$ cat src/rtl/restador_div_ctrl.sv
// Restoring shift-subtract unsigned divider, one trial subtraction per clock.
// Latency ANCHO+1 edges to DONE (2 for divide-by-zero); START is ignored while BUSY.
// No input backpressure beyond BUSY; results are registered and held until the next accept.
module restador_div_ctrl #(
  parameter int ANCHO = 8
) (
  input  logic             CLK,
  input  logic             RST,
  input  logic             START,
  input  logic [ANCHO-1:0] DIVIDENDO,
  input  logic [ANCHO-1:0] DIVISOR,
  output logic             BUSY,
  output logic             DONE,
  output logic [ANCHO-1:0] COCIENTE,
  output logic [ANCHO-1:0] RESIDUO,
  output logic             DIV0
);

  localparam int                CW   = $clog2(ANCHO + 1);
  localparam logic [CW-1:0]     LAST = CW'(ANCHO - 1);
  localparam logic [ANCHO+1:0]  ONE  = {{(ANCHO+1){1'b0}}, 1'b1};

  typedef enum logic [1:0] {S_IDLE, S_RUN, S_FIN} state_t;

  state_t           r_state;
  logic [ANCHO-1:0] r_d;
  logic [ANCHO-1:0] r_q;
  logic [ANCHO:0]   r_r;
  logic [CW-1:0]    r_cnt;
  logic             r_busy;
  logic             r_done;
  logic             r_div0;
  logic [ANCHO-1:0] r_coc;
  logic [ANCHO-1:0] r_res;

  logic [ANCHO:0]   w_t;
  logic [ANCHO+1:0] w_diff;
  logic             w_borrow;
  logic [ANCHO:0]   w_r_nxt;
  logic [ANCHO-1:0] w_q_nxt;

  // Trial subtraction through the two's-complement adder path; a set MSB means borrow.
  assign w_t      = {r_r[ANCHO-1:0], r_q[ANCHO-1]};
  assign w_diff   = {1'b0, w_t} + ~{2'b00, r_d} + ONE;
  assign w_borrow = w_diff[ANCHO+1];
  assign w_r_nxt  = w_borrow ? w_t : w_diff[ANCHO:0];
  assign w_q_nxt  = {r_q[ANCHO-2:0], ~w_borrow};

  always_ff @(posedge CLK or posedge RST) begin
    if (RST) begin
      r_state <= S_IDLE;
      r_d     <= '0;
      r_q     <= '0;
      r_r     <= '0;
      r_cnt   <= '0;
      r_busy  <= 1'b0;
      r_done  <= 1'b0;
      r_div0  <= 1'b0;
      r_coc   <= '0;
      r_res   <= '0;
    end else begin
      case (r_state)
        S_IDLE: begin
          r_done <= 1'b0;
          if (START) begin
            r_busy <= 1'b1;
            r_cnt  <= '0;
            if (DIVISOR != '0) begin
              r_d     <= DIVISOR;
              r_q     <= DIVIDENDO;
              r_r     <= '0;
              r_div0  <= 1'b0;
              r_state <= S_RUN;
            end else begin
              r_coc   <= '1;
              r_res   <= DIVIDENDO;
              r_div0  <= 1'b1;
              r_state <= S_FIN;
            end
          end
        end
        S_RUN: begin
          r_r   <= w_r_nxt;
          r_q   <= w_q_nxt;
          r_cnt <= r_cnt + CW'(1);
          if (r_cnt == LAST) begin
            r_coc   <= w_q_nxt;
            r_res   <= w_r_nxt[ANCHO-1:0];
            r_done  <= 1'b1;
            r_state <= S_FIN;
          end
        end
        S_FIN: begin
          // Divide-by-zero enters FIN with DONE low, so it spends one extra cycle here.
          if (r_done) begin
            r_done  <= 1'b0;
            r_busy  <= 1'b0;
            r_state <= S_IDLE;
          end else begin
            r_done <= 1'b1;
          end
        end
        default: r_state <= S_IDLE;
      endcase
    end
  end

  assign BUSY     = r_busy;
  assign DONE     = r_done;
  assign COCIENTE = r_coc;
  assign RESIDUO  = r_res;
  assign DIV0     = r_div0;

endmodule

$ cat config.mk
export PLATFORM = sky130hd
export DESIGN_NAME = restador_div_ctrl
export DESIGN_NICKNAME = d
export VERILOG_FILES = /design/src/rtl/restador_div_ctrl.sv
export SDC_FILE = /design/constraint.sdc
export NUM_CORES = 1
export LEC_CHECK = 0
export CORE_ASPECT_RATIO = 1.75
export CORE_MARGIN = 3
export CORE_UTILIZATION = 35
export DETAILED_ROUTE_END_ITERATION = 10
export GPL_TIMING_DRIVEN = 0
export MAX_ROUTING_LAYER = met4
export PLACE_DENSITY_LB_ADDON = 0.1
export SLEW_MARGIN = 10
export SYNTH_ARGS = -nofsm -noshare
export SYNTH_HDL_FRONTEND = slang
export SYNTH_SLANG_ARGS = --single-unit
$ cat constraint.sdc
create_clock -name CLK -period 2.4 [get_ports CLK]
set_input_delay 0.24 -clock CLK [delete_from_list [all_inputs] [get_ports CLK]]
set_output_delay 0.24 -clock CLK [all_outputs]
set_load 0.02 [all_outputs]
==> metrics.md, run 1 <==
| Metric | Value |
|---|---|
| Fmax | 441.7 MHz |
| Post-placement cell count | 418 |
| Final nets | 376 |
| Clock Sinks | 49 |
| Most common cell after layout, fill and taps aside | dfrtp_1 |
| Gr usage total | 0.1782 |
| Detailed Route Iter0 Violations | 80 |
| Clock power frac | 0.164 |
| Crit start category | flop |
| Final worst setup slack | 0.1362 ns |
| Critical path type | flop to flop |
| Crit share post-route | 0.9433 |
| Antenna diodes | 0 |
| Sequential Power Share | 0.275 |
| Clock-pin slew on the worst setup and hold paths | 0.07 ns |
| Fin. max-slew vios | 0 |
| Area growth, synth to finish | 27.87% |
| Post-synth EDFFs | 0 |
| Net Switching | roughly 2.1 mW |
| Internal | between 2 and 3 mW |
| CP Data Arrival Time | about 2.5 ns |
| Worst path bufs/invs | 2 |
| Fin cells | 432 |
| WHS | 0.2371 ns |
| Final-report hold violation count | 0 |
| Path category of the worst min-delay check | primary input to asynchronous set/reset pin |
| Die area | just over 9000 µm² |
| CTS H-tree lvls | 2 |
| Ys Warns | 0 |
| DIE WIDTH | 73.19 µm |
| Root buffer cell | clkbuf_16 |
| Antenna-violating nets left | 0 |
| Clock Skew | a little over 0.007 ns |
| Syn Nets | roughly 330 |
| CTS tree | yes |
| RSZ-0062 raised after global routing | false |
| Top Family by Delay on Critical Path | compound AO/OA/AOI/OAI gates |
| Initial core utilization | 0.3629 |
| Max Cap Viol | 0 |
| Status | complete, no violations |
| Netlist cell types | 57 |
| DR pass1 iterations | 4 |
| Worst path cell trace | inv_1 > ha_4 > and3_1 > buf_6 > a221o_4 > a21oi_4 > mux2_4 > a211oi_2 |
| PnR Total Power | just over 5 mW |
| Power per cell area | roughly 1400 nW/µm² |
| Vias | between 2000 and 2500 |
| Sequential area share after synthesis | 0.4434 |
| Mapped Area | 2765 µm² |
| Minimum clock period | between 2 and 2.5 ns |
| Combinational power share | 0.561 |
| Port Buffer Count | 37 |
| Slowest CP cell | a221o_4 |
| CP Data Required Time | 2.61 ns |
| Worst-margin pin slew | 0.5279 ns |
| Congestion Overflow GR | 0 |
| Largest net degree at the start of global routing | 37 |
| WL/cell | 16.76 µm |
| Max transition margin | 0.6480 |
| Final WL | 7239 µm |
| CTS Buf Count | 5 |
| First-pass GRT wire length | 12040 µm |
| Antenna violations before repair | 0 |
| CP max stage delay | 0.40 ns |
| Synth Area per Inst | 9.470 µm² |
| Max IR drop VDD | 0.6715 mV |
| Ports | 38 |
| P_leak | 1.548 nW |
| Layout cell share with drive strength beyond 1 | 0.1424 |
| Gpl congestion | around 0.77 |
| Vias per cell | 5.317 |
| Post-synth top flop | dfrtp_1 |
| Die H | 123.6 µm |
| Hpwl dp | 5459 µm |
| Asr flop ratio synth | 1.000 |
| Critical path depth | 8 |
| Clock latency on the worst-skew pair | around 0.29 ns |
| Bufs on Longest Clock Path | 2 |
| Design area | 3536 µm² |
| Core area | 7620 µm² |
| Site Rows | between 40 and 50 |
| # setup viols final | 0 |
| Area post-placement | between 3000 and 4000 µm² |
| Sw frac | 0.4206 |
| DP Worst Slack | -0.06093 ns |
| Vias in the first global route | 2400 |
| Worst reg2reg path depth | 8 |
| Most frequent cells in the layout | 49 x dfrtp_1, 38 x nand2_1, 37 x clkdlybuf4s50_1 |
| Mapped Cells | 292 |
| Register bit total from synthesis | 49 |
| Worst Setup End Kind | flop |
| Detailed-route DRC error count | 0 |
| CP Max Fanout | 7 |
==> path summary, 6_finish.rpt <==
check	startpoint	end	slack (ns)
min in group CLK	r_q[7]$_DFFE_PP0P_	r_q[7]$_DFFE_PP0P_	0.50
setup reg to reg	r_d[5]$_DFFE_PP0P_	RESIDUO[0]$_DFFE_PP0P_	0.14
hold / removal	RST	r_d[2]$_DFFE_PP0P_	0.24
setup / recovery	r_d[5]$_DFFE_PP0P_	RESIDUO[0]$_DFFE_PP0P_	0.14
max in group asynchronous	RST	r_r[7]$_DFFE_PP0P_	1.65
hold reg to reg	r_q[7]$_DFFE_PP0P_	r_q[7]$_DFFE_PP0P_	0.50
==> synthesized netlist by cell type, drive strengths merged (4+ instances only) <==
cell    count  share of area
nand2      38          0.052
buf         7          0.016
a21boi      4          0.011
mux2i       5          0.019
inv        23          0.031
a21oi       9          0.022
clkbuf      6         0.0081
nand2b      5          0.014
dfrtp      49           0.44
a21o        4          0.014
ha         13          0.059
nor2       20          0.029
nor2b       6          0.014
o21ai      48          0.087
a31oi      10          0.023
a211oi      8          0.030
==> power groups by stage <==
stage	sequential [mW]	combinational (mW)	clock (mW)
after floorplan	1.54	1.64	0
after global placement	1.40	2.63	0
after detailed placement	1.40	2.65	0
after CTS	1.39	2.72	0.851
after global routing	1.44	3.14	0.881
final	1.39	2.84	0.833
==> registers in the layout, summed over array words and instances (netlist names) <==
register / flops
r_d: 8
r_r: 8
DIV0: 1
COCIENTE: 8
r_cnt: 4
RESIDUO: 8
BUSY: 1
r_state: 2
r_q: 8
DONE: 1
==> through the flow <==
stage,utilization,TNS [ns]
floorplan,-,0
global placement,0.4259,-6.498
detailed placement,0.4286,-0.2930
CTS,0.4545,0
global route,0.4640,0
finish,0.4640,0
==> what timing repair did <==
item                       4_1_cts  5_1_grt
hold buffers                     0        0
resized for setup                2        8
setup endpoints to repair       18       12
pin swaps                        0        3
setup buffers                    2        4
==> metal layers <==
| metal | share of wire | GRT usage |
|---|---|---|
| met1 | 0.42 | 0.2081 |
| met2 | 0.54 | 0.3066 |
| met3 | 0.023 | 0.02585 |
| met4 | 0.018 | 0.06467 |
| met5 | 0 | - |
==> area by class of cell <==
cell class / instances / area (µm²)
timing repair buffer: 44 / 435.4
fill: 708 / 4084
buffer: 13 / 67.56
inverter: 23 / 86.33
sequential: 49 / 1226
tap: 88 / 110.1
multi-input combinational: 207 / 1434
clock inverter: 2 / 37.54
clock buffer: 6 / 138.9
==> cell families (layout without fill, tap and decap cells) <==
group                    count (synthesis)  count (layout)  share of synthesized area
AO/OA/AOI/OAI                           98              98                     0.2403
AND/OR/NAND/NOR                         86              86                     0.1597
flip-flops                              49              49                     0.4434
buffers and inverters                   36              88                    0.05520
adder cells (fa/ha/maj)                 14              14                    0.06607
multiplexers                             7               7                    0.02896
XOR/XNOR                                 2               2                   0.006336
Note: power is estimated with default switching activity, not from simulation.
==> inputs of run 2 (changes only) <==
Settings changed: CORE_MARGIN 3 to default, CORE_UTILIZATION 35 to 55.
==> metrics.md, run 2 (synthesis results as in run 1) <==
| Metric | Value |
|---|---|
| DR pass1 iterations | 4 (unchanged) |
| CP Data Required Time | 2.62 ns (was 2.61 ns) |
| Detailed-route DRC error count | 0 (unchanged) |
| Clock power frac | 0.103 (was 0.164) |
| Final nets | 372 (was 376) |
| DIE WIDTH | 55.60 µm (was 73.19 µm) |
| Fmax | 429.9 MHz (was 441.7 MHz) |
| Die H | 95.80 µm (was 123.6 µm) |
| Largest net degree at the start of global routing | 34 (was 37) |
| Area growth, synth to finish | 20.91% (was 27.87%) |
| WL/cell | 16.21 µm (was 16.76 µm) |
| Critical path type | flop to flop (unchanged) |
| Final WL | 6355 µm (was 7239 µm) |
| Post-placement cell count | 382 (was 418) |
| CP Max Fanout | 7 (unchanged) |
| Most common cell after layout, fill and taps aside | dfrtp_1 (unchanged) |
| First-pass GRT wire length | 10760 µm (was 12040 µm) |
| Root buffer cell | clkbuf_8 (was clkbuf_16) |
| Net Switching | 2.020 mW (was 2.131 mW) |
| Most frequent cells in the layout | 49 x dfrtp_1, 38 x nand2_1, 37 x clkdlybuf4s50_1 (unchanged) |
| Status | complete, no violations (unchanged) |
| Fill cell count | 396 (was 708) |
| Congestion Overflow GR | 0 (unchanged) |
| Gpl congestion | 0.8160 (was 0.7721) |
| Worst-margin pin slew | 0.5244 ns (was 0.5279 ns) |
| Vias | 2279 (was 2297) |
| Slowest CP cell | dfrtp_1 (was a221o_4) |
| Crit start category | flop (unchanged) |
| Fin. max-slew vios | 0 (unchanged) |
| Core area | 4748 µm² (was 7620 µm²) |
| Max transition margin | 0.6504 (was 0.6480) |
| Clock latency on the worst-skew pair | 0.30 ns (was 0.29 ns) |
| Util after Layout | 0.7041 (was 0.4640) |
| Sequential Power Share | 0.307 (was 0.275) |
| Internal | 2.526 mW (was 2.936 mW) |
| Clock Sinks | 49 (unchanged) |
| Clock Skew | 0.009608 ns (was 0.007171 ns) |
| CTS tree | yes (unchanged) |
| Vias in the first global route | 2313 (was 2400) |
| Worst path bufs/invs | 1 (was 2) |
| Post-route setup TNS | 0 ns (unchanged) |
| Clock-pin slew on the worst setup and hold paths | 0.09 ns (was 0.07 ns) |
| Site Rows | 33 (was 42) |
| Hold-fix buffers at CTS | 0 (unchanged) |
| Layout cell share with drive strength beyond 1 | 0.1294 (was 0.1424) |
| Combinational power share | 0.591 (was 0.561) |
| CP max stage delay | 0.42 ns (was 0.40 ns) |
| Power per cell area | 1360 nW/µm² (was 1433 nW/µm²) |
| CP Data Arrival Time | 2.55 ns (was 2.47 ns) |
| Antenna-violating nets left | 0 (unchanged) |
| # setup viols final | 0 (unchanged) |
| RSZ-0062 raised after global routing | false (unchanged) |
| WHS | 0.2348 ns (was 0.2371 ns) |
| Setup slack, reg-to-reg | 0.07 ns (was 0.14 ns) |
| P_leak | 1.481 nW (was 1.548 nW) |
| Gr usage total | 0.2675 (was 0.1782) |
| Bufs on Longest Clock Path | 2 (unchanged) |
| Detailed Route Iter0 Violations | 73 (was 80) |
| Top Family by Delay on Critical Path | compound AO/OA/AOI/OAI gates (unchanged) |
| Max IR drop VDD | 1.048 mV (was 0.6715 mV) |
| Final-report hold violation count | 0 (unchanged) |
| Minimum clock period | 2.326 ns (was 2.264 ns) |
| Max Cap Viol | 0 (unchanged) |
| Antenna violations before repair | 0 (unchanged) |
| Worst path cell trace | ha_1 > and3_1 > buf_6 > a221o_4 > a21oi_4 > mux2_4 > a211oi_2 (was inv_1 > ha_4 > and3_1 > buf_6 > a221o_4 > a21oi_4 > mux2_4 > a211oi_2) |
| Crit share post-route | 0.9691 (was 0.9433) |
| Initial core utilization | 0.5823 (was 0.3629) |
| Sw frac | 0.4444 (was 0.4206) |
| CTS H-tree lvls | 2 (unchanged) |
| Port Buffer Count | 37 (unchanged) |
| Antenna diodes | 0 (unchanged) |
| CP startpoint | r_r[4]$_DFFE_PP0P_ (was r_d[5]$_DFFE_PP0P_) |
| Vias per cell | 5.814 (was 5.317) |
| R2r startpoint | r_r[4]$_DFFE_PP0P_ (was r_d[5]$_DFFE_PP0P_) |
| Worst Setup End Kind | flop (unchanged) |
| Die area | 5326 µm² (was 9045 µm²) |
| Ports | 38 (unchanged) |
| Hpwl dp | 4822 µm (was 5459 µm) |
| PnR Total Power | 4.545 mW (was 5.067 mW) |
| CTS Buf Count | 5 (unchanged) |
| Path category of the worst min-delay check | primary input to asynchronous set/reset pin (unchanged) |
| Fin cells | 392 (was 432) |
[run 2: changes by cell type in the layout (fill, tap and decap cells not counted), sizes merged]
cell      change
buf           -4
bufinv        -1
clkinv        +2
clkinvlp      -1
[run 2: worst reg2reg max path, delay by kind of cell (launching register included)]
kind / cells / cell delay [ns]
flip-flops: 1 / 0.42
buffers and inverters: 1 / 0.13
multiplexers: 1 / 0.34
adder cells (fa/ha/maj): 1 / 0.37
AO/OA/AOI/OAI: 3 / 0.77
AND/OR/NAND/NOR: 1 / 0.22
[run 2: power groups by stage]
stage                     clock network, mW  logic (mW)  registers (mW)
final                                 0.466        2.69            1.39
after floorplan                           0        1.64            1.54
after global placement                    0        2.53            1.40
after global routing                  0.504        2.96            1.43
after detailed placement                  0        2.59            1.40
after CTS                             0.482        2.64            1.39
[run 2: per-layer routing]
metal  vias to the layer above  routed length (µm)  GRT usage
li1                       1116                   -          -
met1                      1109                2612     0.2957
met2                        38                3391     0.4809
met3                        16                 144    0.02688
met4                         0                 207     0.1313
met5                         -                   0          -
[run 2: cell type report]
type	count	area, µm²	area share
multi-input cells	207	1410	0.4218
flip-flops and latches	49	1226	0.3668
repair buffers	40	405.4	0.1213
inverters	23	86.33	0.02582
clock buffers	6	72.57	0.02171
plain buffers	13	67.56	0.02021
well taps	52	65.06	0.01946
clock inverters	2	10.01	0.002994
[run 2: final timing paths]
check / to / cells after the start
worst max-delay path: RESIDUO[0]$_DFFE_PP0P_ / 7
worst min-delay path: r_d[2]$_DFFE_PP0P_ / 2
worst max register to register: RESIDUO[0]$_DFFE_PP0P_ / 7
worst min register to register: r_q[7]$_DFFE_PP0P_ / 2
max in group asynchronous: COCIENTE[7]$_DFFE_PP0P_ / 3
min in group CLK: r_q[7]$_DFFE_PP0P_ / 2
[run 2: repair_timing]
item / CTS / global route
setup buffers: 0 / 2
pin swaps: 0 / 3
endpoints found under the setup margin: 2 / 7
resized for setup: 3 / 4
[run 2: through the flow]
step                cell area (µm²)  setup slack (ns)
finish                         3343           0.07410
global route                   3343          0.001990
CTS                            3317           0.03842
detailed placement             3221           -0.1351
global placement               3201          -0.01890
floorplan                      2765            0.2246
==> inputs of run 3 (changes only) <==
--- a/constraint.sdc
+++ b/constraint.sdc
@@ -3,2 +3,2 @@
 set_output_delay 0.24 -clock CLK [all_outputs]
-set_load 0.02 [all_outputs]
+set_load 0.05 [all_outputs]
==> results of run 3 <==
The final DEF is identical to that of run 2. Status: complete, no violations.
Main changes from that run: total power 4.545 mW -> 4.890 mW; worst IR drop on VDD 1.048 mV -> 1.217 mV
